$ cat config.mk
export PLATFORM = sky130hd
export DESIGN_NAME = wav_fetch_cache_flat
export DESIGN_NICKNAME = d
export VERILOG_FILES = /design/src/rtl/wav_fetch_cache_pkg.sv /design/src/rtl/wav_fetch_cache_if.sv /design/src/rtl/wav_fetch_cache_sat_counter16.sv /design/src/rtl/wav_fetch_cache.sv /design/src/flat_wrapper.sv
export SDC_FILE = /design/constraint.sdc
export NUM_CORES = 1
export LEC_CHECK = 0
export BUFFER_PORTS_ARGS = -buffer_cell sky130_fd_sc_hd__buf_4
export CAP_MARGIN = 20
export CORE_ASPECT_RATIO = 0.75
export CORE_MARGIN = 3
export CORE_UTILIZATION = 52
export DETAILED_ROUTE_END_ITERATION = 12
export GPL_TIMING_DRIVEN = 0
export HOLD_SLACK_MARGIN = 0.08
export PLACE_DENSITY = 0.71
export SYNTH_ARGS = -nofsm -noshare
export SYNTH_HDL_FRONTEND = slang
export SYNTH_SLANG_ARGS = --single-unit
export TNS_END_PERCENT = 10
$ cat constraint.sdc
create_clock -name CLK -period 6.4 [get_ports CLK]
set_input_delay 0.64 -clock CLK [delete_from_list [all_inputs] [get_ports CLK]]
set_output_delay 0.64 -clock CLK [all_outputs]
set_load 0.02 [all_outputs]
$ cat src/rtl/wav_fetch_cache_pkg.sv
// rtl/wav_fetch_cache_pkg.sv - shared FSM states and index helpers for the wave-fetch cache
package wav_fetch_pkg;

    typedef enum logic [2:0] {
        S_IDLE,
        S_LOOKUP,
        S_FETCH,
        S_WAIT,
        S_FILL,
        S_PREFETCH,
        S_PWAIT
    } state_t;

    // Byte address bit 0 selects a byte inside the 16-bit word and is never used.
    localparam int WORD_LSB = 1;

    // log2 of the line count (LINES is a power of two, 2..16).
    function automatic int idx_bits(input int lines);
        int b;
        b = 0;
        for (int i = 0; i < 5; i++) begin
            if ((1 << i) < lines) begin
                b = i + 1;
            end
        end
        return b;
    endfunction

endpackage

$ cat src/rtl/wav_fetch_cache_if.sv
// rtl/wav_fetch_cache_if.sv - sample-player request and SDRAM read bus of the wave-fetch cache
// Signals:
//   req/req_addr        client read request level and byte address
//   rsp_valid/rsp_data  one-cycle response pulse and the returned word
//   sd_rd/sd_addr       one-cycle SDRAM read strobe and word address
//   sd_dout/sd_ready    SDRAM read data and its one-cycle valid pulse
// Modports: master = client plus SDRAM controller side, slave = the cache.
interface wav_fetch_cache_if #(
    parameter int ADDR_W = 25
);
    logic              req;
    logic [ADDR_W-1:0] req_addr;
    logic              rsp_valid;
    logic [15:0]       rsp_data;
    logic              sd_rd;
    logic [ADDR_W-1:0] sd_addr;
    logic [15:0]       sd_dout;
    logic              sd_ready;

    modport master (
        output req, req_addr, sd_dout, sd_ready,
        input  rsp_valid, rsp_data, sd_rd, sd_addr
    );

    modport slave (
        input  req, req_addr, sd_dout, sd_ready,
        output rsp_valid, rsp_data, sd_rd, sd_addr
    );
endinterface

$ cat src/rtl/wav_fetch_cache_sat_counter16.sv
// rtl/wav_fetch_cache_sat_counter16.sv - 16-bit event counter that sticks at 0xFFFF
// Ports:
//   clk, rst_n  clock and asynchronous active-low reset
//   clear       synchronous clear
//   en          count one event this cycle
//   cnt         current count
module sat_counter16 (
    input  logic        clk,
    input  logic        rst_n,
    input  logic        clear,
    input  logic        en,
    output logic [15:0] cnt
);

    always_ff @(posedge clk or negedge rst_n) begin
        if (!rst_n) begin
            cnt <= '0;
        end else if (clear) begin
            cnt <= '0;
        end else if (en && (cnt != 16'hFFFF)) begin
            cnt <= cnt + 16'd1;
        end
    end

endmodule

$ cat src/rtl/wav_fetch_cache.sv
// rtl/wav_fetch_cache.sv - direct-mapped word cache and single-outstanding SDRAM read sequencer
// Ports:
//   CLK, RESET_N  video clock and asynchronous active-low reset
//   dl_active     download in progress: invalidate everything and keep off the SDRAM port
//   bus           request/response and SDRAM read signals (slave side)
//   hit_cnt       saturating lookup hit count
//   miss_cnt      saturating lookup miss count
module wav_fetch_cache
    import wav_fetch_pkg::*;
#(
    parameter int ADDR_W   = 25,
    parameter int LINES    = 4,
    parameter bit PREFETCH = 1'b1
) (
    input  logic               CLK,
    input  logic               RESET_N,
    input  logic               dl_active,
    wav_fetch_cache_if.slave   bus,
    output logic [15:0]        hit_cnt,
    output logic [15:0]        miss_cnt
);

    localparam int WW = ADDR_W - WORD_LSB;
    localparam int IB = idx_bits(LINES);
    localparam int TW = WW - IB;

    state_t          state;
    logic [WW-1:0]   cur_w;
    logic [15:0]     line_data [LINES];
    logic [TW-1:0]   line_tag  [LINES];
    logic [LINES-1:0] line_valid;

    logic [WW-1:0]   req_w;
    logic [WW-1:0]   next_w;
    logic [IB-1:0]   cur_idx;
    logic [IB-1:0]   next_idx;
    logic [TW-1:0]   cur_tag;
    logic [TW-1:0]   next_tag;
    logic            cur_hit;
    logic            next_cached;
    logic            hit_en;
    logic            miss_en;
    logic            unused_byte_sel;

    assign req_w           = bus.req_addr[ADDR_W-1:WORD_LSB];
    assign unused_byte_sel = bus.req_addr[0];

    // Word index wraps naturally at the top of the address space.
    assign next_w   = cur_w + WW'(1);
    assign cur_idx  = cur_w[IB-1:0];
    assign cur_tag  = cur_w[WW-1:IB];
    assign next_idx = next_w[IB-1:0];
    assign next_tag = next_w[WW-1:IB];

    assign cur_hit     = line_valid[cur_idx] && (line_tag[cur_idx] == cur_tag);
    assign next_cached = line_valid[next_idx] && (line_tag[next_idx] == next_tag);

    assign hit_en  = (state == S_LOOKUP) && !dl_active && cur_hit;
    assign miss_en = (state == S_LOOKUP) && !dl_active && !cur_hit;

    always_ff @(posedge CLK or negedge RESET_N) begin
        if (!RESET_N) begin
            state         <= S_IDLE;
            cur_w         <= '0;
            line_valid    <= '0;
            bus.rsp_valid <= 1'b0;
            bus.rsp_data  <= '0;
            bus.sd_rd     <= 1'b0;
            bus.sd_addr   <= '0;
            for (int i = 0; i < LINES; i++) begin
                line_data[i] <= '0;
                line_tag[i]  <= '0;
            end
        end else begin
            // Both strobes are single-cycle pulses.
            bus.rsp_valid <= 1'b0;
            bus.sd_rd     <= 1'b0;
            if (dl_active) begin
                // Loader owns SDRAM; any read still in flight is abandoned.
                state      <= S_IDLE;
                line_valid <= '0;
            end else begin
                case (state)
                    S_IDLE: begin
                        // Skip the cycle right after a response so one request is served once.
                        if (bus.req && !bus.rsp_valid) begin
                            cur_w <= req_w;
                            state <= S_LOOKUP;
                        end
                    end
                    S_LOOKUP: begin
                        if (cur_hit) begin
                            bus.rsp_valid <= 1'b1;
                            bus.rsp_data  <= line_data[cur_idx];
                            state         <= S_IDLE;
                        end else begin
                            state <= S_FETCH;
                        end
                    end
                    S_FETCH: begin
                        bus.sd_rd   <= 1'b1;
                        bus.sd_addr <= {cur_w, {WORD_LSB{1'b0}}};
                        state       <= S_WAIT;
                    end
                    S_WAIT: begin
                        if (bus.sd_ready) begin
                            line_data[cur_idx]  <= bus.sd_dout;
                            line_tag[cur_idx]   <= cur_tag;
                            line_valid[cur_idx] <= 1'b1;
                            bus.rsp_valid       <= 1'b1;
                            bus.rsp_data        <= bus.sd_dout;
                            state               <= S_FILL;
                        end
                    end
                    S_FILL: begin
                        if (PREFETCH && !next_cached) begin
                            bus.sd_rd   <= 1'b1;
                            bus.sd_addr <= {next_w, {WORD_LSB{1'b0}}};
                            state       <= S_PREFETCH;
                        end else begin
                            state <= S_IDLE;
                        end
                    end
                    S_PREFETCH: begin
                        state <= S_PWAIT;
                    end
                    S_PWAIT: begin
                        if (bus.sd_ready) begin
                            line_data[next_idx]  <= bus.sd_dout;
                            line_tag[next_idx]   <= next_tag;
                            line_valid[next_idx] <= 1'b1;
                            state                <= S_IDLE;
                        end
                    end
                    default: begin
                        state <= S_IDLE;
                    end
                endcase
            end
        end
    end

    sat_counter16 u_hit_cnt (
        .clk   (CLK),
        .rst_n (RESET_N),
        .clear (1'b0),
        .en    (hit_en),
        .cnt   (hit_cnt)
    );

    sat_counter16 u_miss_cnt (
        .clk   (CLK),
        .rst_n (RESET_N),
        .clear (1'b0),
        .en    (miss_en),
        .cnt   (miss_cnt)
    );

endmodule

$ cat src/flat_wrapper.sv
// flat-port wrapper written by rule: the top's interface ports become plain ports
module wav_fetch_cache_flat import wav_fetch_pkg::*;
#(
    parameter int ADDR_W   = 25,
    parameter int LINES    = 4,
    parameter bit PREFETCH = 1'b1
)
  (CLK, RESET_N, dl_active, hit_cnt, miss_cnt, bus_req, bus_req_addr, bus_sd_dout, bus_sd_ready, bus_rsp_valid, bus_rsp_data, bus_sd_rd, bus_sd_addr);
  wav_fetch_cache_if #(.ADDR_W(ADDR_W)) bus_i ();
  input  logic CLK;
  input  logic RESET_N;
  input  logic dl_active;
  output logic [15:0] hit_cnt;
  output logic [15:0] miss_cnt;
  input wire logic [$bits(bus_i.req)-1:0] bus_req;
  input wire logic [$bits(bus_i.req_addr)-1:0] bus_req_addr;
  input wire logic [$bits(bus_i.sd_dout)-1:0] bus_sd_dout;
  input wire logic [$bits(bus_i.sd_ready)-1:0] bus_sd_ready;
  output wire logic [$bits(bus_i.rsp_valid)-1:0] bus_rsp_valid;
  output wire logic [$bits(bus_i.rsp_data)-1:0] bus_rsp_data;
  output wire logic [$bits(bus_i.sd_rd)-1:0] bus_sd_rd;
  output wire logic [$bits(bus_i.sd_addr)-1:0] bus_sd_addr;
  assign bus_i.req = bus_req;
  assign bus_i.req_addr = bus_req_addr;
  assign bus_i.sd_dout = bus_sd_dout;
  assign bus_i.sd_ready = bus_sd_ready;
  assign bus_rsp_valid = bus_i.rsp_valid;
  assign bus_rsp_data = bus_i.rsp_data;
  assign bus_sd_rd = bus_i.sd_rd;
  assign bus_sd_addr = bus_i.sd_addr;
  wav_fetch_cache #(.ADDR_W(ADDR_W), .LINES(LINES), .PREFETCH(PREFETCH)) u_core (.CLK(CLK), .RESET_N(RESET_N), .dl_active(dl_active), .bus(bus_i), .hit_cnt(hit_cnt), .miss_cnt(miss_cnt));
endmodule
==> qor.csv, run 1 <==
stage,metric,value,unit
outcome,status,completed,
worst_setup_path,"Slowest-stage cell, CP",dfrtp_1,
yosys,Mapped Nets,1478,
drt,DRT iter0 DRCs,1699,
floorplanning,I/O Pins,121,
drt,WL final,48500,um
cts,CTS tree,built,
worst_setup_path,max incr delay on CP,630,ps
sta,Tcrit/Tclk final,96.4,%
drt,DR pass1 iterations,6,
power,P_leak,7.55,nW
cts,root buf cell,clkbuf_16,
placed_design,GP Congestion,0.965,
worst_setup_path,crit path buf inv count,9,
worst_setup_path,Critical R2R Launch,u_core.cur_w[0],
sta,RSZ-0062 raised after global routing,false,
worst_setup_path,WP data arrival,6610,ps
yosys,post-synthesis cell count,1422,
yosys,ranking of synthesized cells by area,"dfrtp_1 (43%), mux4_2 (9.3%), mux2_2 (6.6%)",
yosys,post-synth top area cell,dfrtp_1,
cts,CTS Buffer Depth,3,
drt,ANT nets after route,0,
floorplanning,width of the die,203,um
floorplanning,chip height,153,um
placed_design,placed insts,1927,
layout,Syn-to-layout area delta,15.6,%
worst_setup_path,CP dominant cell by count,buf_2,
yosys,"count leader, synth",dfrtp_1,
layout,share of post-route cells with drive strength above 1,23.7,%
worst_setup_path,Setup crit end kind,flip-flop,
worst_setup_path,"Req. time, crit path",6840,ps
sta,Least-Margin Pin Slew,1040,ps
placed_design,DP Wirelength,34800,um
layout,Nets,1628,
min_path,hold endpoint,u_core.cur_w[13],
sta,post-layout min period,6170,ps
sta,Rel. slew slack,30.8,%
worst_setup_path,Startpoint Class,flip-flop,
sta,achievable clock frequency,162,MHz
worst_setup_path,WS Path Type,reg2reg,
cts,CTS-repair resized insts,0,
cts,clock-pin slew on the worst setup and hold paths,70,ps
worst_setup_path,worst-path cell chain,buf_2 -> buf_2 -> buf_2 -> buf_2 -> inv_1 -> ha_1 -> buf_6 -> buf_2 -> mux4_2 -> xnor2_1 -> o311ai_0 -> nor4_4 -> and4_1 -> buf_4 -> nand2_4 -> buf_6 -> o211a_1,
min_path,worst min-delay path category,in2reg,
global_routing,initial antenna violation count,0,
drt,DRC,0,
min_path,Hold Startpoint,bus_req_addr[14],
yosys,synthesized area,15100,um2
worst_setup_path,family with the most delay on the worst path,buffers and inverters,
yosys,Netlist cell types,64,
cts,worst-skew pair later-pin latency,550,ps
yosys,number of enable flip-flop cells after synthesis,0,
yosys,Yosys reg bits,257,
min_path,Hold Path Depth,2,
floorplanning,Core Area,28200,um2
sta,final setup vio count,0,
worst_setup_path,reg2reg end,u_core.bus.sd_addr[12],
worst_setup_path,Setup crit start,u_core.cur_w[0],
global_routing,GRT Util Overall,30.8,%
sta,hold_ws,316,ps
cts,cts bufs inserted,27,
worst_setup_path,Worst R2R Setup Slack,230,ps
yosys,"Avg Cell Area, Syn",10.6,um2
sta,"Slew Viols, Final",0,
yosys,Yosys top cell area share,42.7,%
yosys,synth cell count leaders,"dfrtp_1 (257), nor2_1 (118), o21ai_0 (102)",
drt,number of vias per cell,6.46,
floorplanning,Initial Util,53.3,%
cts,# H-tree levels,1,
sta,final setup skew,19.2,ps
floorplanning,Core Rows,53,
global_routing,total congestion overflow,0,
layout,Post-Layout Cell Count,1978,
yosys,synth warn,0,
sta,final hold violations,0,
worst_setup_path,worst r2r path cells,17,
power,worst vdd ir,246,uV
yosys,ys async rst share,100,%
placed_design,I/O Buffers,118,
worst_setup_path,crit path max fanout,10,
power,Pwr Density,362,nW/um2
global_routing,first-pass GRT wire length,74300,um
yosys,"Top FF cell, synth",dfrtp_1,
global_routing,vias in the first global route,12200,
floorplanning,die area,31100,um2
global_routing,largest net degree at the start of global routing,113,
flow_run,Max-Cap Viols,0,
cts,TritonCTS Sinks,257,
layout,antenna fix cells,0,
drt,WL/cell,24.5,um
drt,via count,12800,
yosys,register area share after synthesis,42.7,%
-- cell usage in the layout, fill, tap and decap left out, types with 5 or more instances in the layout --
master     netlist  final
a21oi_1         76     76
and2_1          11     11
o21ai_1          5      5
mux4_2          62     62
o31ai_1         49     49
clkinv_2         0      7
buf_6            6      6
a22o_1          62     62
nor2_1         118    118
buf_2           17     17
o21a_1          19     19
and3_1          14     14
nand2_1         86     86
o21ai_0        102    102
clkbuf_8         0     10
o22ai_1         24     24
nor3_1          11     11
dfrtp_1        257    257
inv_1           12     12
clkbuf_1        95     98
xor2_1          13     13
xnor2_1         90     90
clkbuf_16        0     27
and4_1           6      6
nand3_1         40     40
ha_1            10     10
a22oi_1         14     14
mux2_2          88     88
nor4_4           5      5
mux2i_1         17     17
nor4_1           5      5
buf_4           12    129
nand4_1         24     24
-- where the power goes --
group | internal [W] | switching [W] | total, W
logic | 0.00105 | 0.00142 | 0.00247
clock network | 0.000931 | 0.000670 | 0.00160
registers | 0.00195 | 0.000285 | 0.00223
-- how the worst max path moves through the flow --
stage	cells after the start	endpoint	slack (ps)
5_1_grt	17	u_core.bus.sd_addr[12]	40
6_report	17	u_core.bus.sd_addr[12]	230
3_3_place_gp	17	u_core.bus.sd_addr[15]	-50
4_1_cts	17	u_core.bus.sd_addr[15]	340
3_5_place_dp	17	u_core.bus.sd_addr[12]	-40
2_1_floorplan	17	u_core.bus.sd_addr[12]	1880
-- timing repair --
item / in CTS / in global routing
setup buffers: 0 / 0
endpoints found under the hold margin: 55 / 0
setup endpoints to repair: 20 / 0
hold buffers: 1 / 0
-- cells by family (layout without fill, tap and decap cells) --
kind of cell             Yosys count  after routing  share of synthesized area, %
adder cells (fa/ha/maj)           10             10                         0.830
multiplexers                     169            169                          17.1
AND/OR/NAND/NOR                  355            355                          12.2
flip-flops                       257            257                          42.7
other                              1              1                        0.0249
XOR/XNOR                         107            107                          6.58
buffers and inverters            151            322                          4.51
AO/OA/AOI/OAI                    372            372                          16.1
-- per-layer routing --
metal | global-route usage [%] | part of all wire, %
met3 | 10.8 | 13
met4 | 8.11 | 2.9
met5 | 0 | 0
met1 | 44.5 | 41
met2 | 44.6 | 42
-- worst reg2reg max path: cells and delay by family, from the launching register on --
| family | cells | cell delay [ps] |
|---|---|---|
| adders and majority gates | 1 | 360 |
| AOI/OAI and AO/OA | 2 | 510 |
| DFF | 1 | 630 |
| buffers and inverters | 9 | 2980 |
| and+or+nand+nor | 3 | 690 |
| muxes | 1 | 590 |
| xor gates and xnor gates | 1 | 300 |
-- final cells by class --
class	instances	area [um2]
inverter	15	56.3
fill	2269	10800
tap	385	482
buffer	135	619
clock buffer	40	825
clock inverter	10	82.6
timing repair buffer	122	966
multi-input combinational	1014	7960
sequential	257	6430
-- registers in the layout (all words and copies together), names as in the netlist --
| register | count |
|---|---|
| u_core.bus.sd_addr | 24 |
| u_core.u_hit_cnt.cnt | 16 |
| u_core.bus.rsp_valid | 1 |
| u_core.cur_w | 24 |
| u_core.bus.sd_rd | 1 |
| u_core.line_data | 64 |
| u_core.line_valid | 4 |
| u_core.state | 3 |
| u_core.bus.rsp_data | 16 |
| u_core.line_tag | 88 |
| u_core.u_miss_cnt.cnt | 16 |
-- stage by stage --
stage | total power [W] | instance area, um2 | util (%) | setup slack [ps] | setup TNS, ps
floorplan | 0.00381 | 15100 | - | 1880 | 0
global placement | 0.00459 | 16400 | 58.2 | -46.7 | -187
detailed placement | 0.00465 | 16500 | 58.4 | -40.3 | -103
CTS | 0.00625 | 17400 | 61.6 | 340 | 0
global route | 0.00657 | 17400 | 61.7 | 39.5 | 0
finish | 0.00630 | 17400 | 61.7 | 233 | 0
Note: power is estimated with default switching activity, not from simulation.
==> run 2: changes to the inputs <==
ABC_AREA = 1   (was not set)
GPL_TIMING_DRIVEN = not set   (was 0)
==> run 2 against run 1 <==
  * Count of clock-buffer cells in the layout decreased by 1
  * First-iteration DRC count increased by 5.9%
  * Setup slack improved by 1100 ps
  * Maximum frequency increased by 22%
  * Area after synthesis about the same
  * Cell count increased by 31%
  * Register-to-register slack improved by 1100 ps
  * Critical path type unchanged
  * Highest routed layer unchanged
==> qor.csv, run 2 <==
stage,metric,value,unit
outcome,status,completed,
layout,antenna fix cells,0,
layout,number of flip-flops in the largest register,88,
power,P_leak,8.37,nW
worst_setup_path,CP dominant cell by count,nand2_1,
floorplanning,width of the die,203,um
yosys,Mapped Nets,2201,
drt,Top Metal Used,met4,
sta,Final WS setup,1350,ps
sta,post-layout min period,5050,ps
floorplanning,chip height,153,um
placed_design,DP Wirelength,31800,um
yosys,synth cell count leaders,"nand2_1 (771), dfrtp_1 (257), nand3_1 (178)",
worst_setup_path,Crit path depth,19,
sta,"Slew Viols, Final",0,
yosys,synthesized area,15100,um2
global_routing,vias in the first global route,14100,
global_routing,total congestion overflow,0,
yosys,"Avg Cell Area, Syn",7.02,um2
worst_setup_path,worst r2r path cells,19,
worst_setup_path,Startpoint Class,flip-flop,
layout,Syn-to-layout area delta,13.1,%
cts,root buf cell,clkbuf_16,
placed_design,I/O Buffers,118,
yosys,ys async rst share,100,%
cts,CTS tree,built,
power,Switching Share,46.4,%
yosys,post-synthesis cell count,2145,
layout,share of post-route cells with drive strength above 1,9.48,%
power,total power,0.00807,W
worst_setup_path,WP data arrival,5550,ps
power,Int Pwr,0.00433,W
layout,Nets,2251,
worst_setup_path,family with the most delay on the worst path,simple AND/OR/NAND/NOR gates,
drt,met2 wire len,20500,um
sta,TNS Setup,0,ps
layout,Largest Register,u_core.line_tag,
cts,clock-pin slew on the worst setup and hold paths,60,ps
worst_setup_path,worst-path cell chain,clkinv_2 -> ha_1 -> inv_2 -> nand3_1 -> nand2_1 -> inv_1 -> nand2_1 -> nand2_1 -> nor2_1 -> nand2_1 -> nor2_1 -> nand2_1 -> nor2_1 -> nand2_1 -> nand2_1 -> nand2_2 -> nand2_4 -> nand2_1 -> nand2_1,
cts,post-CTS setup repair buffer count,0,
worst_setup_path,WS Path Type,reg2reg,
floorplanning,Initial Util,53.3,%
yosys,Netlist cell types,41,
floorplanning,Core Area,28200,um2
yosys,"count leader, synth",nand2_1,
cts,cts bufs inserted,28,
global_routing,initial antenna violation count,0,
power,worst vdd ir,444,uV
placed_design,GP Congestion,0.974,
yosys,"Top FF cell, synth",dfrtp_1,
layout,Post-Layout Cell Count,2601,
sta,RSZ-0062 raised after global routing,false,
sta,Rel. slew slack,22.9,%
floorplanning,die area,31100,um2
worst_setup_path,"Slowest-stage cell, CP",dfrtp_4,
layout,"commonest non-fill, non-tap cell in the layout",nand2_1,
cts,CTS-repair resized insts,0,
drt,number of vias per cell,5.79,
global_routing,first-pass GRT wire length,77400,um
drt,DRC,0,
drt,WL final,48700,um
yosys,number of enable flip-flop cells after synthesis,0,
sta,final setup skew,12.6,ps
yosys,register area share after synthesis,42.7,%
worst_setup_path,"Req. time, crit path",6890,ps
sta,Least-Margin Pin Slew,1160,ps
power,Seq pwr share,33.3,%
min_path,worst min-delay path category,in2async,
worst_setup_path,Setup crit end kind,flip-flop,
global_routing,GRT Util Overall,31.1,%
cts,TritonCTS Sinks,257,
cts,cts hold-fix bufs,0,
drt,WL/cell,18.7,um
layout,most frequent cells in the layout,"nand2_1 (770), dfrtp_1 (256), nand3_1 (177)",
floorplanning,Core Rows,53,
layout,final core utilization,60.3,%
drt,via count,15100,
flow_run,Max-Cap Viols,0,
power,Gate power share,45.5,%
sta,Tcrit/Tclk final,79.0,%
yosys,Yosys reg bits,257,
sta,achievable clock frequency,198,MHz
drt,met3 wire length,5280,um
drt,WL met1,21600,um
drt,DRT iter0 DRCs,1799,
worst_setup_path,crit path max fanout,75,
worst_setup_path,crit path buf inv count,3,
worst_setup_path,max incr delay on CP,970,ps
floorplanning,I/O Pins,121,
power,Pwr Density,474,nW/um2
drt,ANT nets after route,0,
drt,DR pass1 iterations,6,
yosys,synth warn,0,
layout,Top Registers,"u_core.line_tag (88), u_core.line_data (64)",
cts,# H-tree levels,1,
sta,final setup vio count,0,
yosys,post-synth top area cell,dfrtp_1,
power,clock network power share,21.2,%
cts,worst-skew pair later-pin latency,560,ps
placed_design,pre-CTS setup slack,1510,ps
cts,CTS Buffer Depth,3,
placed_design,placed insts,2550,
power,NetSw,0.00374,W
yosys,Yosys top cell area share,42.7,%
global_routing,largest net degree at the start of global routing,99,
sta,final hold violations,0,
yosys,ranking of synthesized cells by area,"dfrtp_1 (43%), nand2_1 (19%), nand3_1 (5.9%)",
-- run 2: final cells by class --
cell class	instances	area [um2]
Sequential cell	257	6430
Timing Repair Buffer	141	1070
Clock buffer	39	793
Tap cell	385	482
Fill cell	2684	11200
Inverter	163	613
Multi-Input combinational cell	1604	7480
Clock inverter	12	163
-- run 2: kinds of logic (layout without fill, tap and decap cells) --
kind of cell               Yosys count  in the layout  share of synthesized area, %
adders and majority gates           10             10                         0.831
AOI/OAI and AO/OA                  384            384                          14.5
buffers and inverters              284            355                          7.80
muxes                                1              1                        0.0748
xor gates and xnor gates            37             37                          2.15
and+or+nand+nor                   1171           1171                          31.9
other                                1              1                        0.0249
DFF                                257            257                          42.7
-- run 2: worst paths after layout --
check | start | to | slack (ps)
max | u_core.cur_w[0] | u_core.bus.sd_addr[1] | 1350
min | RESET_N | u_core.bus.sd_addr[17] | 90
max reg2reg | u_core.cur_w[0] | u_core.bus.sd_addr[1] | 1350
min reg2reg | u_core.bus.sd_addr[7] | u_core.bus.sd_addr[7] | 470
max in group asynchronous | RESET_N | u_core.line_data[11] | 4710
min in group CLK | dl_active | u_core.line_valid[2] | 320
-- run 2: layer usage --
layer  vias up  global-route usage (%)
met5         -                       0
met4         0                    8.67
met3       122                    6.58
met2       762                    45.5
met1      7100                    46.7
li1       7083                       -
-- run 2: power by group through the flow --
stage                     sequential (W)  clock, W  combinational, W
after detailed placement         0.00269         0           0.00356
after floorplan                  0.00260         0           0.00249
after CTS                        0.00267   0.00173           0.00358
after global routing             0.00276   0.00180           0.00405
final                            0.00269   0.00171           0.00367
after global placement           0.00267         0           0.00351
-- run 2: through the flow --
| stage | hold slack, ps | instance area (um2) |
|---|---|---|
| 5_1_grt | 161 | 17000 |
| 3_5_place_dp | 460 | 16100 |
| 4_1_cts | 147 | 17000 |
| 3_3_place_gp | 457 | 16100 |
| 2_1_floorplan | 344 | 15100 |
| 6_report | 94.5 | 17000 |
==> run 3: changes to the inputs <==
clock period = 5.3 ns   (was 6.4 ns; I/O delays follow)
==> run 3 against run 2 <==
  * First-iteration DRC count is 18% higher
  * Hold slack better by 15 ps
  * Routed wire length is 1.0% higher
  * Cell area is 0.15% lower
  * Sequential power is 22% higher
  * Count of clock-buffer cells in the layout is 1 higher
  * Via count is 0.64% higher
  * Die area stayed put
  * Core utilization is 0.089 points lower
==> qor.csv, run 3 (synthesis gave the netlist of run 2 again) <==
stage,metric,value,unit
outcome,status,completed,
global_routing,most crowded layer after global routing,met1,
placed_design,I/O Buffers,118,
power,NetSw,0.00454,W
cts,TritonCTS Sinks,257,
power,Int Pwr,0.00511,W
global_routing,GR Layer Usage met2,45.2,%
cts,cts hold-fix bufs,0,
cts,clock-pin slew on the worst setup and hold paths,70,ps
sta,Tcrit/Tclk final,82.5,%
layout,Nets,2257,
worst_setup_path,crit path max fanout,83,
sta,RSZ-0062 raised after global routing,false,
floorplanning,Core Area,28200,um2
worst_setup_path,Setup crit end kind,flip-flop,
drt,via count,15200,
drt,DR pass1 iterations,8,
cts,CTS-repair resized insts,0,
cts,CTS tree,built,
flow_run,Max-Cap Viols,0,
layout,share of post-route cells with drive strength above 1,9.55,%
cts,# H-tree levels,1,
layout,Syn-to-layout area delta,12.9,%
floorplanning,chip height,153,um
worst_setup_path,CP dominant cell by count,nand2_1,
layout,"Non-Filler Cell Area, Final",17000,um2
drt,DRC,0,
floorplanning,I/O Pins,121,
cts,worst-skew pair later-pin latency,580,ps
power,worst vdd ir,325,uV
drt,WL/cell,18.9,um
global_routing,GR Layer Usage met1,47.3,%
power,Gate power share,46.5,%
worst_setup_path,"Req. time, crit path",5790,ps
floorplanning,die area,31100,um2
power,Seq pwr share,33.9,%
global_routing,Global Route met3 Usage,6.64,%
cts,post-CTS setup repair buffer count,0,
sta,final setup vio count,0,
worst_setup_path,WP data arrival,4860,ps
sta,achievable clock frequency,229,MHz
layout,Top Registers,"u_core.line_tag (88), u_core.line_data (64)",
power,clock network power share,19.6,%
drt,WL final,49200,um
sta,"Slew Viols, Final",0,
layout,antenna fix cells,0,
drt,DRT iter0 DRCs,2117,
floorplanning,Initial Util,53.3,%
layout,Largest Register,u_core.line_tag,
global_routing,GRT Util Overall,31.2,%
sta,Rel. slew slack,23.2,%
global_routing,total congestion overflow,0,
cts,cts bufs inserted,28,
sta,TNS Setup,0,ps
sta,hold_ws,109,ps
placed_design,GP Congestion,1.01,
global_routing,largest net degree at the start of global routing,132,
worst_setup_path,"Slowest-stage cell, CP",buf_4,
sta,Least-Margin Pin Slew,1150,ps
sta,final setup skew,36.9,ps
drt,ANT nets after route,0,
sta,post-layout min period,4370,ps
layout,number of flip-flops in the largest register,88,
layout,Post-Layout Cell Count,2604,
worst_setup_path,Startpoint Class,flip-flop,
global_routing,vias in the first global route,13800,
global_routing,first-pass GRT wire length,77500,um
power,P_leak,8.37,nW
floorplanning,Core Rows,53,
global_routing,initial antenna violation count,0,
placed_design,placed insts,2556,
placed_design,"Cell Area, Placed",16100,um2
cts,CTS Buffer Depth,3,
floorplanning,width of the die,203,um
min_path,worst min-delay path category,in2async,
power,Pwr Density,568,nW/um2
layout,"commonest non-fill, non-tap cell in the layout",nand2_1,
placed_design,DP Wirelength,32500,um
power,Switching Share,47.0,%
drt,number of vias per cell,5.82,
worst_setup_path,worst-path cell chain,clkinv_2 -> buf_4 -> buf_4 -> nand2_1 -> nand3_1 -> nand2_1 -> inv_1 -> nand2_1 -> nand2_1 -> nand2_1 -> nor2_1 -> nand2_1 -> nor2_1 -> nand2_1 -> nor2_1 -> nand2_1 -> nand2_1 -> nand2_2 -> nand2_4 -> nand2_1 -> nand2_1,
worst_setup_path,WS Path Type,reg2reg,
layout,most frequent cells in the layout,"nand2_1 (770), dfrtp_1 (256), nand3_1 (177)",
worst_setup_path,max incr delay on CP,810,ps
cts,root buf cell,clkbuf_16,
sta,final hold violations,0,
-- run 3: cell types whose count changed in the layout (fill, tap and decap cells not counted), moves of 2 or more --
cell,change
buf_12,+2
buf_4,+5
bufinv_16,-3
clkinv_2,-2
clkinv_8,+2
-- run 3: path summary, 6_finish.rpt --
kind	start	end	slack (ps)	depth (start not counted)
min in group CLK	dl_active	u_core.line_valid[0]	180	2
min	RESET_N	u_core.line_tag[35]	110	1
max	u_core.cur_w[0]	u_core.bus.sd_addr[17]	930	21
min reg2reg	u_core.bus.sd_addr[16]	u_core.bus.sd_addr[16]	470	2
max reg2reg	u_core.cur_w[0]	u_core.bus.sd_addr[17]	930	21
max in group asynchronous	RESET_N	u_core.cur_w[0]	3890	2
-- run 3: final cells by class --
cell class                 instances  area (um2)
fill                            2695       11200
multi-input combinational       1604        7470
sequential                       257        6430
timing repair buffer             147        1140
clock buffer                      40         786
inverter                         163         613
tap                              385         482
clock inverter                     8        87.6
-- run 3: worst max-delay path, delay by kind of cell, from the launching register on --
kind                   cells  cell delay, ps
flip-flops                 1             730
AND/OR/NAND/NOR           17            2060
buffers and inverters      4            1440
-- run 3: metrics by stage --
step | util [%] | setup slack (ps) | total power, W
2_1_floorplan | - | 1940 | 0.00614
3_3_place_gp | 57.1 | 1100 | 0.00753
3_5_place_dp | 57.1 | 1080 | 0.00763
4_1_cts | 60.2 | 995 | 0.00954
5_1_grt | 60.2 | 532 | 0.0103
6_report | 60.2 | 925 | 0.00966
-- run 3: power groups by stage --
| stage | Combinational (W) | Sequential [W] | Clock [W] |
|---|---|---|---|
| after floorplan | 0.00300 | 0.00314 | 0 |
| after global placement | 0.00428 | 0.00325 | 0 |
| after detailed placement | 0.00436 | 0.00326 | 0 |
| after CTS | 0.00438 | 0.00324 | 0.00193 |
| after global routing | 0.00495 | 0.00335 | 0.00201 |
| final | 0.00449 | 0.00328 | 0.00189 |
-- run 3: routing by layer --
metal  share of wire [%]  wire length (um)
met1                  44             21600
met2                  42             20900
met3                  11              5510
met4                 2.5              1260
met5                   0                 0
